## src/rtl/toggle_reg_bank.sv

```systemverilog
// Bank of T flip-flops with HOLD/TOGGLE/COUNT/LOAD modes and a change flag.
// Optional registered parity output when TOGGLE_REG_PARITY_EN is defined.

module toggle_bit #(
    parameter logic RST_BIT = 1'b0
) (
    input  logic clk,
    input  logic rst,
    input  logic t,
    output logic q
);
    always_ff @(posedge clk or posedge rst) begin
        if (rst) q <= RST_BIT;
        else     q <= q ^ t;
    end
endmodule

module toggle_reg_bank #(
    parameter int               WIDTH   = 8,
    parameter logic [WIDTH-1:0] RST_VAL = {WIDTH{1'b0}}
) (
    input  logic             clk,
    input  logic             rst,
    input  logic             en,
    input  logic [1:0]       mode,
    input  logic             dir,
    input  logic [WIDTH-1:0] t_in,
    input  logic [WIDTH-1:0] load_val,
`ifdef TOGGLE_REG_PARITY_EN
    output logic             parity,
`endif
    output logic [WIDTH-1:0] out,
    output logic             tc,
    output logic             chg
);
    localparam logic [1:0] MODE_HOLD   = 2'b00;
    localparam logic [1:0] MODE_TOGGLE = 2'b01;
    localparam logic [1:0] MODE_COUNT  = 2'b10;
    localparam logic [1:0] MODE_LOAD   = 2'b11;

    // all1[i] / all0[i]: bits below i are all ones / all zeros, i.e. the
    // up/down toggle condition for bit i; the top entry covers the whole word.
    logic [WIDTH:0]   all1, all0;
    logic [WIDTH-1:0] t;

    assign all1[0] = 1'b1;
    assign all0[0] = 1'b1;

    genvar i;
    generate
        for (i = 0; i < WIDTH; i++) begin : g_bit
            assign all1[i+1] = all1[i] & out[i];
            assign all0[i+1] = all0[i] & ~out[i];

            toggle_bit #(.RST_BIT(RST_VAL[i])) u_bit (
                .clk (clk),
                .rst (rst),
                .t   (t[i]),
                .q   (out[i])
            );
        end
    endgenerate

    always_comb begin
        t = '0;
        if (en) begin
            case (mode)
                MODE_HOLD:   t = '0;
                MODE_TOGGLE: t = t_in;
                MODE_COUNT:  t = dir ? all1[WIDTH-1:0] : all0[WIDTH-1:0];
                MODE_LOAD:   t = out ^ load_val;  // toggle only differing bits
                default:     t = '0;
            endcase
        end
    end

    assign tc = en && (mode == MODE_COUNT) && (dir ? all1[WIDTH] : all0[WIDTH]);

    // Any toggle request means the value changes on this edge.
    always_ff @(posedge clk or posedge rst) begin
        if (rst) chg <= 1'b0;
        else     chg <= |t;
    end

`ifdef TOGGLE_REG_PARITY_EN
    always_ff @(posedge clk or posedge rst) begin
        if (rst) parity <= ^RST_VAL;
        else     parity <= ^(out ^ t);
    end
`endif

endmodule

```

## config.mk

```make
export PLATFORM = sky130hd
export DESIGN_NAME = toggle_reg_bank
export DESIGN_NICKNAME = d
export VERILOG_FILES = /design/src/rtl/toggle_reg_bank.sv
export SDC_FILE = /design/constraint.sdc
export NUM_CORES = 1
export LEC_CHECK = 0
export ABC_AREA = 0
export CAP_MARGIN = 20
export CORE_MARGIN = 4
export CORE_UTILIZATION = 44
export DETAILED_ROUTE_END_ITERATION = 16
export PLACE_DENSITY = 0.8
export SYNTH_ARGS = -nofsm -noshare
export SYNTH_HDL_FRONTEND = slang
export SYNTH_SLANG_ARGS = --single-unit
```

## constraint.sdc

```tcl
create_clock -name clk -period 5.1 [get_ports clk]
set_clock_uncertainty 0.05 [all_clocks]
set_input_delay 0.51 -clock clk [delete_from_list [all_inputs] [get_ports clk]]
set_output_delay 0.51 -clock clk [all_outputs]
set_load 0.02 [all_outputs]
```

==> results of run 1 <==
[state kept, by name, indices dropped and copies added (netlist names)]
register	cells
g_bit.u_bit.q	8
chg	1
[synth_stat cells, types with 2 or more instances]
library cell   n
a21oi_1        9
xnor2_1       16
nand2_1        4
clkbuf_1       4
nand4_1        2
xor2_1         3
dfrtp_1        9
nand3_1        3
buf_2          2
buf_4          8
nor2_1         5
o21ai_0       11
[layout make-up]
cell class,count,area [um2]
Sequential cell,9,225
Multi-Input combinational cell,76,528
Inverter,1,3.75
Tap cell,25,31.3
Timing Repair Buffer,31,310
Fill cell,149,658
Clock buffer,4,26.3
[critical path: cells and delay by family]
| kind | cells | cell delay, ps |
|---|---|---|
| compound gates | 1 | 200 |
| buf+inv | 2 | 1240 |
| simple gates | 3 | 840 |
[power by group]
group	internal, mW	switching, mW	total (mW)
clock	0.0301	0.0246	0.0548
sequential	0.104	0.0627	0.167
combinational	0.140	0.112	0.253
total	0.274	0.200	0.474
[cell families (layout without fill, tap and decap cells)]
| kind of cell | Yosys count | after routing | synth area share [%] |
|---|---|---|---|
| and+or+nand+nor | 24 | 24 | 16.0 |
| DFF | 9 | 9 | 26.4 |
| AOI/OAI and AO/OA | 33 | 33 | 26.4 |
| buffers and inverters | 16 | 36 | 11.7 |
| xor gates and xnor gates | 19 | 19 | 19.5 |
[worst paths after layout]
| kind | endpoint | from | slack (ps) | cells past startpoint |
|---|---|---|---|---|
| min reg2reg | g_bit[6].u_bit.q$_DFF_PP0_ | g_bit[6].u_bit.q$_DFF_PP0_ | 510 | 1 |
| max | tc | dir | 1760 | 6 |
| max reg2reg | g_bit[6].u_bit.q$_DFF_PP0_ | g_bit[0].u_bit.q$_DFF_PP0_ | 3160 | 5 |
| min in group clk | g_bit[6].u_bit.q$_DFF_PP0_ | g_bit[6].u_bit.q$_DFF_PP0_ | 510 | 1 |
| min | g_bit[6].u_bit.q$_DFF_PP0_ | rst | 470 | 2 |
| max in group asynchronous | chg$_DFF_PP0_ | rst | 4270 | 2 |
[per-stage QoR]
stage                     std cells  hold WS, ps  area (um2)  power [mW]  util, %
after detailed placement        142          508        1100       0.420     61.6
after global placement          142          506        1100       0.415     61.6
after floorplan                 101          288         853       0.362        -
after global routing            146          502        1120       0.509     63.1
final                           146          466        1120       0.474     63.1
after CTS                       146          476        1120       0.478     63.1
[routing by layer]
| metal | vias up | routed length (um) | GRT usage [%] |
|---|---|---|---|
| met5 | - | 0 | 0 |
| met4 | 0 | 79 | 13.1 |
| met3 | 7 | 148 | 2.29 |
| met2 | 32 | 926 | 26.2 |
| met1 | 346 | 788 | 19.2 |
| li1 | 392 | - | - |
[placed cells by master (no fill, tap or decap)]
cell type,count
o211ai_1,1
a21boi_4,1
o31ai_1,1
a21oi_4,1
xor2_1,3
nor2b_1,1
nand3_1,3
or3_2,1
dfrtp_1,9
clkbuf_4,3
nand2b_1,1
nand4_1,2
nor2_1,5
xnor2_1,16
o21ai_0,11
and2_2,1
clkdlybuf4s50_1,31
or2b_1,1
a31oi_1,1
or3_1,1
o21ai_1,1
o211a_1,1
and3_1,1
o22ai_1,1
a211oi_1,1
inv_1,1
o2111ai_1,1
or4_1,1
clkbuf_1,1
nand4b_1,1
o21bai_1,1
a32oi_2,1
or4_4,1
o21a_1,1
a21oi_1,9
nand2_1,4
==> impl_results.md, run 1 <==
- Core area: 0.00178 mm2
- Die area: 0.00271 mm2
- Max VDD drop: 194 uV
- Final hold vios: 0
- Wirelength, routed: 1940 um
- Initial antenna violation count: 0
- GPL Wtd Cong: 0.836
- Final Cycle Share: 65.5%
- TritonCTS clock tree: yes
- Run status: finished, final reports clean
- Worst-path clk slew: 60 ps
- Final Max Tran Viols: 0
- Average vias per placed instance: 5.32
- Rows: 15
- RSZ-0062 raised after global routing: no
- CP max stage delay: 640 ps
- Post_cts resized: 0
- Sequential area share after synthesis: 26.4%
- Yosys top cell area share: 26.4%
- ANT cells: 0
- Worst slew pin tran: 653 ps
- Top_reg_cell synth: dfrtp_1
- CTS H-tree lvls: 1
- Number of synthesized flops with an enable pin: 0
- Worst setup SP type: input port
- Initial Utilization: 47.9%
- Area delta synth->final: 31.8%
- CP Max Fanout: 12
- Area contributors post-synth: dfrtp_1 26%, xnor2_1 16%, buf_4 7.0%
- Crit-path slowest cell: clkdlybuf4s50_1
- Grt ovf: 0
- Area leader, netlist: dfrtp_1
- Count of final setup violators: 0
- DR WL/cell: 13.3 um
- Mapped Cells: 101
- CP required: 4540 ps
- Slew margin rel.: 56.3%
- # Max-Cap Violations: 0
- Port Buffers: 31
- Synth Cell Area: 853 um2
- Syn_nets: 123
- Post-route minimum period: 3340 ps
- Worst-Skew Late Latency: 260 ps
- Total CTS buffers: 3
- Drt drc: 0
- First-pass GRT wire length: 3280 um
- 1st-iter DRT viols: 8
- I/O pins: 32
- Layout net count: 144
- Leakage: 0.404 nW
- Crit path cell chain: clkdlybuf4s50_1, or4_4, a21oi_4, and2_2, and3_1, clkdlybuf4s50_1
- Largest net degree at the start of global routing: 22
- Type of the worst setup path: in2out
- CTS Sinks: 9
- Overall die width: 52.0 um
- Power density over the cells: 421 mW/mm2
- Max Clk Rate: 300 MHz
- CTS root buf: clkbuf_4
- Number of setup buffers added after CTS: 0
- Setup crit end kind: output pin
- DRT antenna net count: 0
- Tot GR Track Use: 16.3%
- Setup tns final: 0 ps
- DP HPWL: 1530 um
- Die height: 52.0 um
- Average cell area after synthesis: 8.45 um2
- Worst Setup Slack, final: 1760 ps
- Critical Path AT: 2780 ps
- Pre-CTS setup slack: 1770 ps
- DRT Pass-1 Iters: 4
- Vias post-DR: 777
- Async S/R FF share, synth: 100%
- Vias in the first global route: 789
- Distinct cells, synth: 37
- Hold Buf Count CTS: 0
- Most used cell, CP: clkdlybuf4s50_1
- Min-Delay Path Class: in2async
- Layout cells sized above 1: 7.44%
- Max Root-Sink Buffers: 2
- Synthesized flop and latch total: 9
- YS warnings: 0
Note: power is estimated with default switching activity, not from simulation.
==> inputs of run 2 (changes only) <==
CORE_UTILIZATION = 39   (was 44)
PLACE_DENSITY = 0.75   (was 0.8)
clock period = 2.7 ns   (was 5.1 ns; I/O delays follow)
==> run 2 against run 1 <==
Against the previous run:
- core utilization decreased by 4.2 points
- clock-buffer cell count unchanged
- via count increased by 7.6%
- sequential cell count unchanged
- global-route usage decreased by 0.43 points
- sequential share of layout area decreased by 1.1 points
- critical endpoint unchanged
- combinational power increased by 110%
- critical path depth decreased by 1
- die area increased by 11%
- largest cell class unchanged
==> impl_results.md, run 2 (same netlist as run 1, synthesis figures left out) <==
- Max VDD drop: 387 uV (+99%)
- Slew margin rel.: 73.4% (+17 points)
- Final Max Tran Viols: 0 (unchanged)
- Vias in the first global route: 816 (+3.4%)
- Critical Path AT: 1950 ps (-830 ps)
- CP max stage delay: 560 ps (-80 ps)
- Run status: finished, final reports clean
- Worst-Skew Late Latency: 260 ps (about the same)
- CP Max Fanout: 7 (-5)
- Initial antenna violation count: 0 (unchanged)
- DRT Pass-1 Iters: 4 (unchanged)
- Die height: 54.8 um (+5.3%)
- Rows: 16 (+1)
- FF-to-FF path depth: 6 (+1)
- Pre-CTS setup slack: 125 ps (-1640 ps)
- Total CTS buffers: 3 (unchanged)
- Storage element area: 225 um2 (unchanged)
- # Max-Cap Violations: 0 (unchanged)
- GPL Wtd Cong: 0.811 (-3.0%)
- Worst Setup Slack, final: 435 ps (-1330 ps)
- First-pass GRT wire length: 3460 um (+5.5%)
- ANT cells: 0 (unchanged)
- RSZ-0062 raised after global routing: no
- Final hold vios: 0 (unchanged)
- Average vias per placed instance: 5.36 (+0.70%)
- Hold Buf Count CTS: 0 (unchanged)
- Tot GR Track Use: 15.9% (-0.43 points)
- Overall die width: 54.8 um (+5.3%)
- Multi-input gate area: 528 um2 (unchanged)
- Drt drc: 0 (unchanged)
- Layout cells sized above 1: 13.2% (+5.7 points)
- Power density over the cells: 782 mW/mm2 (+86%)
- Worst-path clk slew: 70 ps (about the same)
- CTS Sinks: 9 (unchanged)
- Grt ovf: 0 (unchanged)
- Final Cycle Share: 83.9%
- FILL cells: 187 (+26%)
- Power, Total: 931 uW (+96%)
- Largest registers: g_bit.u_bit.q x8, chg x1
- Vias post-DR: 836 (+7.6%)
- Core Util, Final: 58.8% (-4.2 points)
- 1st-iter DRT viols: 20 (+12)
- Commonest non-fill, non-tap cells in the layout: 30 x clkdlybuf4s50_1, 16 x xnor2_1, 11 x o21ai_0, 9 x a21oi_1, 9 x dfrtp_1
- Final cell count without fillers: 156 (+6.8%)
- DRT antenna net count: 0 (unchanged)
- CP required: 2380 ps (-2160 ps)
- Inst Count DP: 152 (+7.0%)
- Crit path cell chain: or4_4, a21oi_4, and2_2, and3_1, dlymetal6s2s_1
- Most common cell after layout, fill and taps aside: clkdlybuf4s50_1
- Count of final setup violators: 0 (unchanged)
- Type of the worst setup path: reg2out
- Area delta synth->final: 39.4%
- Port Buffers: 31 (unchanged)
- Wirelength, routed: 2170 um (+12%)
- Biggest register: g_bit.u_bit.q
- Max Clk Rate: 441 MHz
- Worst setup SP type: register
- DP HPWL: 1670 um (+9.4%)
- Crit-path slowest cell: or4_4
- Post-route minimum period: 2270 ps
- Worst slew pin tran: 394 ps (-259 ps)
- DR WL/cell: 13.9 um (+4.5%)
- Largest register FFs: 8 (unchanged)
- Min-Delay Path Class: in2async
- I/O pins: 32 (unchanged)
- Largest net degree at the start of global routing: 21 (-4.5%)
- Leakage: 0.462 nW (+14%)
- CTS root buf: clkbuf_4
- CTS H-tree lvls: 1 (unchanged)
- Layout net count: 152 (+5.6%)
- Setup crit end kind: output pin
- Die area: 0.00300 mm2 (+11%)
- Number of setup buffers added after CTS: 0 (unchanged)
- Core area: 0.00202 mm2 (+13%)
- Initial Utilization: 42.2% (-5.7 points)
- Setup tns final: 0 ps (unchanged)
- Max Root-Sink Buffers: 2 (unchanged)
- TritonCTS clock tree: yes
-- run 2: cell types whose count changed in the layout (fill, tap and decap cells not counted), sizes merged --
cell	before	now
buf	0	8
clkdlybuf4s50	31	30
dlymetal6s2s	0	1
-- run 2: report_power, final --
part	leakage [nW]	switching, mW	internal [mW]	total, mW
combinational	0.343	0.245	0.286	0.531
sequential	0.104	0.0953	0.196	0.291
clock	0.0150	0.0511	0.0569	0.108
-- run 2: through the flow --
stage / cell area (um2) / hold slack (ps)
after floorplan: 853 / 47.9
after global placement: 1160 / 506
after detailed placement: 1160 / 502
after CTS: 1190 / 256
after global routing: 1190 / 265
final: 1190 / 235
-- run 2: area by class of cell --
cell class / count / area share, %
timing repair buffer: 39 / 31.3
clock buffer: 4 / 2.21
tap: 27 / 2.84
multi-input combinational: 76 / 44.4
inverter: 1 / 0.315
sequential: 9 / 18.9
-- run 2: path summary, 6_finish.rpt --
check,startpoint,to,slack (ps)
min in group clk,g_bit[7].u_bit.q$_DFF_PP0_,g_bit[7].u_bit.q$_DFF_PP0_,510
worst max-delay path,g_bit[1].u_bit.q$_DFF_PP0_,tc,430
worst max register to register,g_bit[1].u_bit.q$_DFF_PP0_,g_bit[6].u_bit.q$_DFF_PP0_,800
max in group asynchronous,rst,g_bit[3].u_bit.q$_DFF_PP0_,2100
worst min register to register,g_bit[7].u_bit.q$_DFF_PP0_,g_bit[7].u_bit.q$_DFF_PP0_,510
worst min-delay path,rst,g_bit[0].u_bit.q$_DFF_PP0_,230
-- run 2: critical path, delay by kind of cell (launching register included) --
kind	cells	cell delay (ps)
AO/OA/AOI/OAI	1	160
buffers and inverters	1	220
flip-flops	1	460
AND/OR/NAND/NOR	3	850
-- run 2: what timing repair did --
item                                    in CTS  in global routing
endpoints found under the hold margin        0                  0
gates resized for setup                      0                  1
endpoints found under the setup margin       0                  1
-- run 2: metal layers --
metal  track usage [%]  vias up  wire (um)
li1                  -      407          -
met1              19.9      394        986
met2              27.4       33       1020
met3             0.817        2        136
met4              7.88        0         27
met5                 0        -          0
==> inputs of run 3 (changes only) <==
clock period = 2 ns   (was 2.7 ns; I/O delays follow)
==> run 3 against run 2 <==
Against the previous run:
- the run now ends with setup timing left
- via count is 1.8% higher
- sequential power is 14% higher
- worst hold slack worse by 83 ps
- die area stayed put
- sequential share of layout area is 0.76 points lower
- clock power is 36% higher
- combinational power is 62% higher
- global-route usage is 2.0 points higher
- wire length is 10% higher
==> impl_results.md, run 3 (same netlist as run 1, synthesis figures left out) <==
- DRT antenna net count: 0 (unchanged)
- FF-to-FF path depth: 7 (+1)
- Worst-Skew Late Latency: 260 ps (about the same)
- GPL Wtd Cong: 0.818 (+0.83%)
- Count of final setup violators: 1 (+1)
- Core area: 0.00202 mm2 (unchanged)
- Worst R2R Start: g_bit[1].u_bit.q$_DFF_PP0_
- Average vias per placed instance: 5.25 (-2.0%)
- Core Util, Final: 61.3% (+2.5 points)
- Overall die width: 54.8 um (unchanged)
- Largest registers: g_bit.u_bit.q x8, chg x1
- Total CTS buffers: 3 (unchanged)
- Tot GR Track Use: 17.9% (+2.0 points)
- Initial Utilization: 42.2% (unchanged)
- Final Cycle Share: 101%
- First-pass GRT wire length: 3800 um (+9.6%)
- Power density over the cells: 1080 mW/mm2 (+38%)
- Dpl cell area: 0.00120 mm2 (+3.2%)
- Worst slew pin tran: 367 ps (-27.3 ps)
- Hold Buf Count CTS: 0 (unchanged)
- Crit. Startpoint: g_bit[1].u_bit.q$_DFF_PP0_
- RSZ-0062 raised after global routing: yes
- # Max-Cap Violations: 0 (unchanged)
- DP HPWL: 1830 um (+9.4%)
- TritonCTS clock tree: yes
- CP required: 1750 ps (-630 ps)
- Largest net degree at the start of global routing: 21 (unchanged)
- Worst Setup Slack, final: -25.3 ps (-460 ps)
- Worst r2r dst: g_bit[6].u_bit.q$_DFF_PP0_
- Layout cells sized above 1: 18.5% (+5.3 points)
- Biggest register: g_bit.u_bit.q
- Leakage: 0.474 nW (+2.5%)
- Commonest non-fill, non-tap cells in the layout: 30 x clkdlybuf4s50_1, 16 x xnor2_1, 14 x buf_4, 11 x o21ai_0
- Worst-path clk slew: 70 ps (about the same)
- Rows: 16 (unchanged)
- CTS H-tree lvls: 1 (unchanged)
- Inst Count DP: 157 (+3.3%)
- DR WL/cell: 14.8 um (+6.3%)
- I/O pins: 32 (unchanged)
- Wirelength, routed: 2390 um (+10%)
- 1st-iter DRT viols: 14 (-30%)
- Final Max Tran Viols: 0 (unchanged)
- Vias post-DR: 851 (+1.8%)
- Vias in the first global route: 848 (+3.9%)
- Area delta synth->final: 45.3%
- Critical path endpoint: tc
- Max VDD drop: 523 uV (+35%)
- CTS Sinks: 9 (unchanged)
- Port Buffers: 31 (unchanged)
- Worst setup SP type: register
- Initial antenna violation count: 0 (unchanged)
- DRT Pass-1 Iters: 4 (unchanged)
- Post-route minimum period: 2030 ps
- Max Clk Rate: 494 MHz
- Critical Path AT: 1780 ps (-170 ps)
- Most common cell after layout, fill and taps aside: clkdlybuf4s50_1
- Slew margin rel.: 75.5% (+2.1 points)
- CP Max Fanout: 2 (-5)
- Min-Delay Path Class: in2async
- Setup crit end kind: output pin
- Final cell count without fillers: 162 (+3.8%)
- Max Root-Sink Buffers: 2 (unchanged)
- Type of the worst setup path: reg2out
- Layout net count: 158 (+3.9%)
- Failing checks: setup timing
- Drt drc: 0 (unchanged)
- Grt ovf: 0 (unchanged)
- Die area: 0.00300 mm2 (unchanged)
- Die height: 54.8 um (unchanged)
- R2R Setup Slk: 90 ps (-710 ps)
- Design area: 0.00124 mm2 (+4.2%)
- ANT cells: 0 (unchanged)
- Largest register FFs: 8 (unchanged)
- Run status: finished with violations
- CTS root buf: clkbuf_4
- Final hold vios: 0 (unchanged)
-- run 3: cell types whose count changed in the layout (fill, tap and decap cells not counted), sizes merged --
cell / previous run / this run
buf: 8 / 15
dlymetal6s2s: 1 / 0
-- run 3: where the power goes --
| part | internal, mW | switching (mW) | total, mW |
|---|---|---|---|
| sequential | 0.265 | 0.0675 | 0.333 |
| combinational | 0.443 | 0.418 | 0.861 |
| clock | 0.0772 | 0.0698 | 0.147 |
-- run 3: how the worst min path moves through the flow --
stage               startpoint                          to  cells past startpoint
finish                     rst  g_bit[2].u_bit.q$_DFF_PP0_                      2
global route               rst  g_bit[1].u_bit.q$_DFF_PP0_                      2
CTS                        rst  g_bit[7].u_bit.q$_DFF_PP0_                      2
detailed placement         rst  g_bit[7].u_bit.q$_DFF_PP0_                      2
global placement           rst  g_bit[7].u_bit.q$_DFF_PP0_                      2
floorplan                  rst               chg$_DFF_PP0_                      1
-- run 3: final cells by class --
| class | instances | area (um2) |
|---|---|---|
| fill | 181 | 782 |
| multi-input combinational | 76 | 534 |
| timing repair buffer | 45 | 417 |
| sequential | 9 | 225 |
| tap | 27 | 33.8 |
| clock buffer | 4 | 26.3 |
| inverter | 1 | 3.75 |
-- run 3: metrics by stage --
stage | TNS [ps] | hold WS [ps] | setup slack (ps) | power, mW
6_report | -25.3 | 152 | -25.3 | 1.34
5_1_grt | -66.8 | 198 | -66.8 | 1.42
4_1_cts | -13.8 | 167 | -13.8 | 1.35
2_1_floorplan | 0 | -22.1 | 116 | 0.923
3_5_place_dp | -446 | 453 | -423 | 1.19
3_3_place_gp | -393 | 432 | -393 | 1.17
-- run 3: per-layer routing --
metal / GRT usage (%) / vias up / wire length [um]
met1: 20.5 / 400 / 982
met2: 31.9 / 30 / 1260
met5: 0 / - / 0
met4: 9.13 / 0 / 30
met3: 2.18 / 2 / 122
li1: - / 419 / -
-- run 3: timing repair --
| action | CTS | global route |
|---|---|---|
| setup endpoints to repair | 1 | 1 |
| pin swaps | 2 | 0 |
| buffers inserted | 1 | 0 |
| resized for setup | 8 | 0 |
-- run 3: critical path: stages, from the launching register on --
cell,delay [ps]
dfrtp_1,380
or4_4,560
a21oi_4,150
and2_4,150
and3_4,170
buf_6,110
